### src/rtl/mem_except_ctrl_pkg.sv
// Shared constants for the MEM-stage exception controller: exception codes,
// CP0 register addresses, bus widths and controller state encoding.
package mem_except_ctrl_pkg;

  localparam logic [31:0] EXC_VECTOR_DEF = 32'hBFC00380;

  localparam logic [3:0] EXC_NONE = 4'h0;
  localparam logic [3:0] EXC_INT  = 4'h1;
  localparam logic [3:0] EXC_ADEL = 4'h4;
  localparam logic [3:0] EXC_ADES = 4'h5;
  localparam logic [3:0] EXC_SYS  = 4'h8;
  localparam logic [3:0] EXC_BP   = 4'h9;
  localparam logic [3:0] EXC_RI   = 4'hA;
  localparam logic [3:0] EXC_OV   = 4'hC;
  localparam logic [3:0] EXC_ERET = 4'hE;

  localparam logic [4:0] CP0_REG_EPC = 5'd14;

  localparam int unsigned CP0_BUS_W   = 96;
  localparam int unsigned W_CP0_BUS_W = 38;
  localparam int unsigned M_CP0_BUS_W = 69;

  localparam logic [1:0] BAD_NONE = 2'd0;
  localparam logic [1:0] BAD_PC   = 2'd1;
  localparam logic [1:0] BAD_DATA = 2'd2;

  typedef enum logic [1:0] {
    ST_RUN,
    ST_FLUSH,
    ST_HOLD
  } state_t;

  // Interrupt pending: IE set, not at exception level, some enabled line raised.
  function automatic logic int_pending(input logic [31:0] status, input logic [31:0] cause);
    return status[0] & ~status[1] & (|(cause[15:8] & status[15:8]));
  endfunction

endpackage

### src/rtl/mem_except_ctrl_prio_enc.sv
// Combinational priority encoder: exception flags and interrupt state to a
// single exception code plus the source selector for the badaddr field.
module mem_except_ctrl_prio_enc
  import mem_except_ctrl_pkg::*;
(
  input  logic [6:0] exc_flags,
  input  logic       int_pend,
  input  logic       eret,
  output logic [3:0] code,
  output logic [1:0] badaddr_sel
);

  logic ov, ri, brk, sys, ades, adel_data, adel_fetch;

  assign {ov, ri, brk, sys, ades, adel_data, adel_fetch} = exc_flags;

  always_comb begin
    code        = EXC_NONE;
    badaddr_sel = BAD_NONE;
    if (int_pend) begin
      code = EXC_INT;
    end else if (adel_fetch) begin
      code        = EXC_ADEL;
      badaddr_sel = BAD_PC;
    end else if (ri) begin
      code = EXC_RI;
    end else if (ov) begin
      code = EXC_OV;
    end else if (sys) begin
      code = EXC_SYS;
    end else if (brk) begin
      code = EXC_BP;
    end else if (adel_data) begin
      code        = EXC_ADEL;
      badaddr_sel = BAD_DATA;
    end else if (ades) begin
      code        = EXC_ADES;
      badaddr_sel = BAD_DATA;
    end else if (eret) begin
      code = EXC_ERET;
    end
  end

endmodule

### src/rtl/mem_except_ctrl.sv
// MEM-stage exception controller: drives the CP0 exception bus, issues a
// one-cycle flush/redirect and masks re-entry while CP0 settles.
module mem_except_ctrl
  import mem_except_ctrl_pkg::*;
#(
  parameter logic [31:0] EXC_VECTOR  = EXC_VECTOR_DEF,
  parameter int unsigned HOLD_CYCLES = 1
) (
  input  logic                   clk,
  input  logic                   rst,
  input  logic                   mem_valid_i,
  input  logic                   mem_stall_i,
  input  logic [31:0]            mem_pc_i,
  input  logic                   mem_is_br_i,
  input  logic [6:0]             exc_flags_i,
  input  logic                   eret_i,
  input  logic [31:0]            mem_badaddr_i,
  input  logic [CP0_BUS_W-1:0]   cp0_bus_i,
  input  logic [W_CP0_BUS_W-1:0] w_cp0_bus_i,
  output logic [M_CP0_BUS_W-1:0] m_cp0_bus_o,
  output logic                   flush_o,
  output logic                   redirect_o,
  output logic [31:0]            redirect_pc_o
);

  localparam logic [1:0] HOLD_LOAD = 2'(HOLD_CYCLES);

  state_t      state, state_next;
  logic [1:0]  hold, hold_next;
  logic        br_q;
  logic [31:0] target_q;

  logic [31:0] status, cause, epc;
  logic        w_en;
  logic [4:0]  w_addr;
  logic [31:0] w_data;
  logic        int_pend;
  logic [3:0]  code;
  logic [1:0]  badaddr_sel;
  logic        commit;
  logic        take;
  logic [3:0]  except_info;
  logic [31:0] badaddr;
  logic [31:0] epc_src;
  logic        unused_bits;

  assign {status, cause, epc}     = cp0_bus_i;
  assign {w_en, w_addr, w_data}   = w_cp0_bus_i;
  assign int_pend                 = int_pending(status, cause);
  assign unused_bits = ^{status[31:16], status[7:2], cause[31:16], cause[7:0]};

  mem_except_ctrl_prio_enc u_prio_enc (
    .exc_flags   (exc_flags_i),
    .int_pend    (int_pend),
    .eret        (eret_i),
    .code        (code),
    .badaddr_sel (badaddr_sel)
  );

  assign commit      = mem_valid_i & ~mem_stall_i & (state == ST_RUN) & (hold == 2'd0);
  assign except_info = (commit & ~rst) ? code : EXC_NONE;
  assign take        = (except_info != EXC_NONE);

  // An mtc0 to EPC committing in the same cycle as eret must win over the stale CP0 copy.
  assign epc_src = (w_en && (w_addr == CP0_REG_EPC)) ? w_data : epc;

  always_comb begin
    badaddr = '0;
    case (badaddr_sel)
      BAD_PC:   badaddr = mem_pc_i;
      BAD_DATA: badaddr = mem_badaddr_i;
      default:  badaddr = '0;
    endcase
  end

  // The CP0 bus carries payload only when an exception is actually being raised.
  assign m_cp0_bus_o   = take ? {badaddr, br_q, mem_pc_i, except_info} : '0;
  assign flush_o       = (state == ST_FLUSH) & ~rst;
  assign redirect_o    = flush_o;
  assign redirect_pc_o = flush_o ? target_q : '0;

  always_comb begin
    state_next = state;
    hold_next  = hold;
    case (state)
      ST_RUN: begin
        if (take) state_next = ST_FLUSH;
      end
      ST_FLUSH: begin
        state_next = ST_HOLD;
        hold_next  = HOLD_LOAD;
      end
      ST_HOLD: begin
        hold_next = (hold == 2'd0) ? 2'd0 : hold - 2'd1;
        if (hold_next == 2'd0) state_next = ST_RUN;
      end
      default: begin
        state_next = ST_RUN;
        hold_next  = '0;
      end
    endcase
  end

  always_ff @(posedge clk) begin
    if (rst) begin
      state    <= ST_RUN;
      hold     <= '0;
      br_q     <= 1'b0;
      target_q <= '0;
    end else begin
      state <= state_next;
      hold  <= hold_next;
      if (state == ST_FLUSH) begin
        br_q <= 1'b0;
      end else if (commit && !take) begin
        br_q <= mem_is_br_i;
      end
      if (take) begin
        target_q <= (code == EXC_ERET) ? epc_src : EXC_VECTOR;
      end
    end
  end

endmodule
### config.mk
export PLATFORM = sky130hd
export DESIGN_NAME = mem_except_ctrl
export DESIGN_NICKNAME = d
export VERILOG_FILES = /design/src/rtl/mem_except_ctrl_pkg.sv /design/src/rtl/mem_except_ctrl_prio_enc.sv /design/src/rtl/mem_except_ctrl.sv
export SDC_FILE = /design/constraint.sdc
export NUM_CORES = 1
export LEC_CHECK = 0
export BUFFER_PORTS_ARGS = -buffer_cell sky130_fd_sc_hd__buf_4
export CELL_PAD_IN_SITES_DETAIL_PLACEMENT = 1
export CELL_PAD_IN_SITES_GLOBAL_PLACEMENT = 1
export CORE_MARGIN = 3
export CORE_UTILIZATION = 19
export DETAILED_ROUTE_END_ITERATION = 8
export GPL_ROUTABILITY_DRIVEN = 0
export PLACE_DENSITY_LB_ADDON = 0.25
export SYNTH_ARGS = -nofsm -noshare
export SYNTH_HDL_FRONTEND = slang
export SYNTH_SLANG_ARGS = --single-unit
### constraint.sdc
create_clock -name clk -period 2.1 [get_ports clk]
set_clock_uncertainty 0.1 [all_clocks]
set_input_delay 0.105 -clock clk [delete_from_list [all_inputs] [get_ports clk]]
set_output_delay 0.105 -clock clk [all_outputs]
set_load 0.01 [all_outputs]
==> results.ini, run 1 <==
[timing]
period_needed_ns = 2.39
timing.hold.ws_ns = -0.000653
min_period_over_period_pct = 114
hold_violations = 1
rsz0062_at_grt = yes
worst_slack_ns = -0.293
slew_violations = 0
slew_headroom_pct = 74.3
worst_pin_slew_ns = 0.385
setup_viol = 130
timing.fmax_mhz = 418

[routing]
dr.pass1.iters = 4
vias_per_cell = 4.64
ant_nets = 0
drc = 0
wl_per_cell_um = 18.7
totalWireLength_um = 15400
drtIter0Drc = 181
dr_total_vias = 3830

[placement]
dpl_cell_area_um2 = 5110
port_buffers = 267
dp_slack_ns = -0.184
dp_cells = 783
dp_hpwl_um = 10600

[floorplan]
initial_core_util_pct = 19.6
num_rows = 43
die_x_um = 126
core_region_area_um2 = 14000
dieArea_um2 = 15900
io_pins = 314
die_h_um = 126

[clocking]
cts_buffers = 5
clockBufferDepth = 2
cts_tree = done
root_buffer = clkbuf_16
clk_latency_ns = 0.28
htree_levels = 2
clkSlewWorstSetupHoldPaths_ns = 0.06
cts_hold_buffers = 0
cts_sinks = 37

[setup_path]
start_kind = register
worstPathCellList = inv_2 -> ha_4 -> nand2b_4 -> or4_4 -> a31oi_4 -> nand2b_4 -> clkbuf_16 -> nor2_1 -> buf_4
crit_arrival_ns = 2.19
cp-startpoint = state[1]
reg2reg_from = state[1]
cp-end-kind = output pin
required_ns = 1.89
max_stage_delay_ns = 0.44
crit_family = simple AND/OR/NAND/NOR gates
crit_path_frequent_cell = nand2b_4
critPathSlowestCell = or4_4
crit_buf_inv = 3
critPathMaxFanout = 8
timing_worst_setup_path_type = register to output pin

[cells_and_area]
area_growth_pct = 144
diodes = 0
drive_gt1_share_pct = 71.6
final_cells = 825
design_area_um2 = 6670
final_util_pct = 47.7
n_fill_cell = 1568
nNetsFinal = 861

[hold_path]
holdCritStartpoint = cp0_bus_i[20]
hp-class = input pin to register

[status]
status = finished, violations left
failed_checks = hold timing, setup timing

[logic_synthesis]
syn_avg_cell_area_um2 = 8.06
syn_area_um2 = 2740
ys_warn_count = 0
postSynthCellCount = 340
synth_cell_type_count = 34
ys_seq_area_share_pct = 27.0
ys_seq_elements = 37
syn_nets = 557

[pwr]
vdd_ir_drop_max_mv = 0.322
p_leak_nw = 2.92
power_density_nw_per_um2 = 468

[grt]
grt_pass1_wl_um = 21800
grt_max_degree = 36
grt_pass1_vias = 4120
gr-total-overflow = 0
antenna_found_initial = 0
grt_use_total_pct = 16.9

[run]
maxCapViolations = 0

## per-stage QoR
step	power (mW)	TNS [ns]
after global routing	3.28	-33.14
after floorplan	1.11	0
final	3.12	-21.54
after detailed placement	1.61	-6.70
after CTS	2.92	-17.25
after global placement	1.58	-3.86
## registers in the layout, indices dropped and copies added (netlist names)
| name | flops |
|---|---|
| target_q | 32 |
| br_q | 1 |
| hold | 2 |
| state | 2 |
## power breakdown
group	internal (mW)	switching (mW)	leakage [nW]
Sequential	0.739	0.0323	0.300
Combinational	0.876	0.618	2.53
Clock	0.563	0.293	0.0810
## what timing repair did
action | in CTS | in global routing
gates resized for setup | 141 | 98
gates cloned | 6 | 7
pin swaps | 50 | 39
setup endpoints to repair | 103 | 136
buffers inserted | 21 | 7
## synth_stat cells
library cell / n / area (um2)
buf_1: 1 / 3.75
nand2_1: 4 / 15.0
o41ai_1: 1 / 8.76
a211oi_1: 12 / 90.1
buf_2: 11 / 55.1
o21bai_1: 1 / 7.51
nand2b_1: 5 / 31.3
inv_1: 5 / 18.8
o21ai_0: 4 / 20.0
o21a_1: 1 / 7.51
clkbuf_1: 14 / 52.6
dfxtp_1: 37 / 741
buf_4: 3 / 22.5
nor2_1: 51 / 191
o2bb2ai_1: 20 / 175
ha_1: 6 / 75.1
nor4_1: 2 / 12.5
nor4b_1: 1 / 8.76
mux2i_1: 33 / 330
or4_4: 2 / 22.5
nand4_1: 2 / 12.5
o21ai_1: 1 / 5.00
a31oi_4: 1 / 21.3
a21oi_1: 4 / 20.0
a31oi_1: 1 / 6.26
a22oi_1: 36 / 270
nor3b_1: 2 / 15.0
nor3_1: 4 / 20.0
and2_1: 67 / 419
nor2_4: 1 / 11.3
nor2b_1: 4 / 25.0
or3_1: 1 / 6.26
nand4b_1: 1 / 8.76
a41o_1: 1 / 10.0
## area by class of cell
type | count | area, um2 | share of cell area (%)
Tap cell | 180 | 225 | 3.38
Timing Repair Buffer | 326 | 2990 | 44.8
Clock inverter | 2 | 38.8 | 0.581
Clock buffer | 6 | 129 | 1.93
Multi-Input combinational cell | 269 | 2530 | 37.9
Inverter | 5 | 18.8 | 0.281
Sequential cell | 37 | 743 | 11.1
## layout by cell type, fill, tap and decap left out, drive strengths merged
| cell type | n |
|---|---|
| buf | 319 |
| and2 | 67 |
| nor2 | 52 |
| dfxtp | 37 |
| a22oi | 36 |
| mux2i | 33 |
| o2bb2ai | 20 |
| clkbuf | 13 |
| a211oi | 12 |
| ha | 6 |
| nand2b | 5 |
| inv | 5 |
| o21ai | 5 |
| nand2 | 4 |
| nor3 | 4 |
| nor2b | 4 |
| a21oi | 4 |
| or4 | 2 |
| nor4 | 2 |
| nand4 | 2 |
| a31oi | 2 |
| nor3b | 2 |
| a41o | 1 |
| o21bai | 1 |
| o21a | 1 |
| nand4b | 1 |
| o41ai | 1 |
| nor4b | 1 |
| or3 | 1 |
| bufinv | 1 |
| clkinv | 1 |
## final timing paths
check / depth (start not counted) / endpoint / slack (ns)
setup / recovery: 9 / m_cp0_bus_o[41] / -0.29
hold / removal: 3 / target_q[20] / -0.0007
setup reg to reg: 11 / target_q[12] / -0.20
hold reg to reg: 1 / target_q[10] / 0.35
## cell families (layout without fill, tap and decap cells)
group / Yosys count / in the layout / share of synthesized area, %
adder cells (fa/ha/maj): 6 / 6 / 2.74
multiplexers: 33 / 33 / 12.1
flip-flops: 37 / 37 / 27.0
AO/OA/AOI/OAI: 83 / 83 / 23.4
buffers and inverters: 34 / 339 / 5.57
AND/OR/NAND/NOR: 147 / 147 / 29.2
## layer usage
| metal | wire, um | part of all wire (%) | global-route usage, % |
|---|---|---|---|
| met5 | 0 | 0 | 0 |
| met4 | 312 | 2.0 | 3.72 |
| met3 | 815 | 5.3 | 3.60 |
| met2 | 8410 | 54 | 32.3 |
| met1 | 5890 | 38 | 19.1 |
## worst register-to-register path: cells and delay by family (launching register included)
| family | cells | cell delay, ns |
|---|---|---|
| and+or+nand+nor | 3 | 0.56 |
| buffers and inverters | 5 | 0.69 |
| AOI/OAI and AO/OA | 2 | 0.36 |
| adders and majority gates | 1 | 0.15 |
| DFF | 1 | 0.33 |
(Power assumes the default switching activity.)
==> run 2: changes to the inputs <==
--- a/config.mk
+++ b/config.mk
@@ -5,11 +5,12 @@
 export SDC_FILE = /design/constraint.sdc
 export NUM_CORES = 1
 export LEC_CHECK = 0
+export ABC_AREA = 1
 export BUFFER_PORTS_ARGS = -buffer_cell sky130_fd_sc_hd__buf_4
 export CELL_PAD_IN_SITES_DETAIL_PLACEMENT = 1
 export CELL_PAD_IN_SITES_GLOBAL_PLACEMENT = 1
 export CORE_MARGIN = 3
-export CORE_UTILIZATION = 19
+export CORE_UTILIZATION = 20
 export DETAILED_ROUTE_END_ITERATION = 8
 export GPL_ROUTABILITY_DRIVEN = 0
 export PLACE_DENSITY_LB_ADDON = 0.25
==> run 2 against run 1 <==
Against the previous run: the flow finishes with violations (setup timing); non-clock buffer count grew 3; clock power grew 1%; wire length grew 10%; utilization shrank 6.2 points.
==> results.ini, run 2 <==
[pwr]
power_density_nw_per_um2 = 557  ; +19%
total_power_mw = 3.68  ; +18%
p_leak_nw = 3.24  ; +11%
vdd_ir_drop_max_mv = 0.313  ; -2.6%

[setup_path]
critPathMaxFanout = 5  ; -3
timing_worst_setup_path_type = register to output pin
required_ns = 1.89  ; about the same
cp-end-kind = output pin
crit_arrival_ns = 2.22  ; +0.03 ns
start_kind = register
rr_worst_depth = 15  ; +4

[routing]
ant_nets = 0  ; unchanged
drc = 0  ; unchanged
totalWireLength_um = 17000  ; +10%
dr.pass1.iters = 4  ; unchanged
dr_total_vias = 4678  ; +22%
wl_per_cell_um = 15.6  ; -17%
drtIter0Drc = 111  ; -39%
vias_per_cell = 4.30  ; -7.5%

[timing]
timing.fmax_mhz = 413  ; -1.3%
slew_headroom_pct = 68.1  ; -6.2 points
slew_violations = 0  ; unchanged
hold_violations = 0  ; -1
setup_viol = 94  ; -28%
rsz0062_at_grt = yes
period_needed_ns = 2.42  ; +0.0313 ns
min_period_over_period_pct = 115  ; +1.5 points
worst_slack_ns = -0.324  ; -0.0313 ns
worst_pin_slew_ns = 0.478  ; +0.0935 ns

[clocking]
cts_tree = done
cts_hold_buffers = 0  ; unchanged
cts_buffers = 5  ; unchanged
clockBufferDepth = 2  ; unchanged
cts_sinks = 37  ; unchanged
htree_levels = 2  ; unchanged
clk_latency_ns = 0.28  ; about the same
root_buffer = clkbuf_16
clkSlewWorstSetupHoldPaths_ns = 0.06  ; about the same

[logic_synthesis]
synthMostInstantiatedCell = nand2_1
syn_avg_cell_area_um2 = 5.70  ; -29%
synth_cell_type_count = 26  ; -24%
ys_seq_area_share_pct = 22.6  ; -4.4 points
synth_edf_count = 0  ; unchanged
synth_flop_cell = dfxtp_1
yosysTopAreaCellShare_pct = 22.6  ; -4.4 points
yosysTopAreaCell = dfxtp_1
synth_area_leaders = dfxtp_1, nand2_1, inv_1, nor2_1, a21oi_1
ys_warn_count = 0  ; unchanged
syn_nets = 791  ; +42%
async_reset_ff_share_pct = 0  ; unchanged
postSynthCellCount = 574  ; +69%
synthTopCellsByCount = nand2_1, inv_1, nor2_1
syn_area_um2 = 3270  ; +19%
ys_seq_elements = 37  ; unchanged

[grt]
antenna_found_initial = 0  ; unchanged
grt_max_degree = 37  ; +2.8%
grt_use_total_pct = 17.7  ; +0.78 points
grt_pass1_wl_um = 25600  ; +17%
gr-total-overflow = 0  ; unchanged
grt_pass1_vias = 4681  ; +14%

[status]
status = finished, violations left
failed_checks = setup timing

[cells_and_area]
nNetsFinal = 1089  ; +26%
area_growth_pct = 102
mostFrequentLayoutCell = buf_4
final_cell_mix = buf_4, nand2_1, inv_1, nor2_1, a21oi_1
largest_register_ff_count = 32  ; unchanged
biggestRegsByFlops = target_q (32), hold (2), state (2)
drive_gt1_share_pct = 48.3  ; -23 points
final_util_pct = 41.5  ; -6.2 points
top_register = target_q
diodes = 0  ; unchanged

[floorplan]
io_pins = 314  ; unchanged
num_rows = 46  ; +7.0%
dieArea_um2 = 17900  ; +13%
die_x_um = 134  ; +6.2%
die_h_um = 134  ; +6.2%
initial_core_util_pct = 20.5  ; +0.93 points
core_region_area_um2 = 15900  ; +14%

[run]
maxCapViolations = 0  ; unchanged

[hold_path]
holdPathStages = 3  ; unchanged
hp-class = input pin to register

[placement]
port_buffers = 267  ; unchanged
dp_hpwl_um = 12100  ; +14%

run 2: cell count changes in the layout (fill, tap and decap cells not counted), moves of 33 or more:
cell	before	now
a21oi_1	0	50
a22oi_1	36	0
and2_1	34	0
and2_4	33	0
buf_4	244	294
buf_6	62	16
inv_1	3	86
mux2i_1	33	0
nand2_1	3	158
nor2_1	12	58
run 2: what timing repair did:
item                       in CTS  in global routing
resized for setup              66                 32
setup buffers                  24                  5
setup endpoints to repair      67                119
pin swaps                      12                  8
gates cloned                    7                  1
run 2: power breakdown:
part,switching [mW],total [mW],internal [mW]
registers,0.0357,0.857,0.822
logic,0.906,1.96,1.05
clock network,0.304,0.867,0.563
run 2: routing by layer:
layer | GRT usage, % | share of wire [%] | vias up | wire, um
met5 | 0 | 0 | - | 0
met4 | 3.49 | 1.2 | 0 | 199
met3 | 5.14 | 7.9 | 11 | 1340
met2 | 32.8 | 51 | 170 | 8650
met1 | 20.2 | 40 | 2136 | 6780
li1 | - | - | 2361 | -
run 2: cells by family (layout without fill, tap and decap cells):
family / Yosys count / after routing / share of synthesized area [%]
AOI/OAI and AO/OA: 122 / 122 / 24.7
adders and majority gates: 6 / 6 / 2.30
buffers and inverters: 129 / 428 / 16.3
DFF: 37 / 37 / 22.6
and+or+nand+nor: 280 / 280 / 34.1
run 2: area by class of cell:
class                   instances  area (um2)
inverters                      91         342
clock buffers                   6         129
multi-input cells             408        2240
clock inverters                 2        38.8
fillers                      2081        9330
well taps                     216         270
flip-flops and latches         37         743
repair buffers                329        2850
run 2: metrics by stage:
step	cell area [um2]	TNS (ns)	setup slack [ns]	hold slack (ns)	cells
detailed placement	5690	-2.76	-0.136	0.302	1051
finish	6610	-19.49	-0.324	0.00570	1089
floorplan	3270	0	0.107	0.165	574
CTS	6450	-20.20	-0.349	0.00313	1084
global placement	5690	-2.49	-0.135	0.301	1051
global route	6610	-32.80	-0.445	0.00783	1089
run 2: final timing paths:
kind	startpoint	endpoint	slack, ns
setup reg to reg	state[0]	target_q[6]	-0.23
hold / removal	mem_is_br_i	br_q	0.006
setup / recovery	state[0]	m_cp0_bus_o[63]	-0.32
hold reg to reg	br_q	br_q	0.36
run 2: critical path, cell delays in order, from the launching register on:
cell and delay (ns):
dfxtp_2 0.32, inv_2 0.07, ha_4 0.14, inv_2 0.04, nor2_2 0.08, nand3_2 0.10
nor2_4 0.18, nand3_2 0.12, nand2_2 0.09, nor2_4 0.04, or2_4 0.31, buf_4 0.18
a21oi_2 0.11, buf_4 0.14
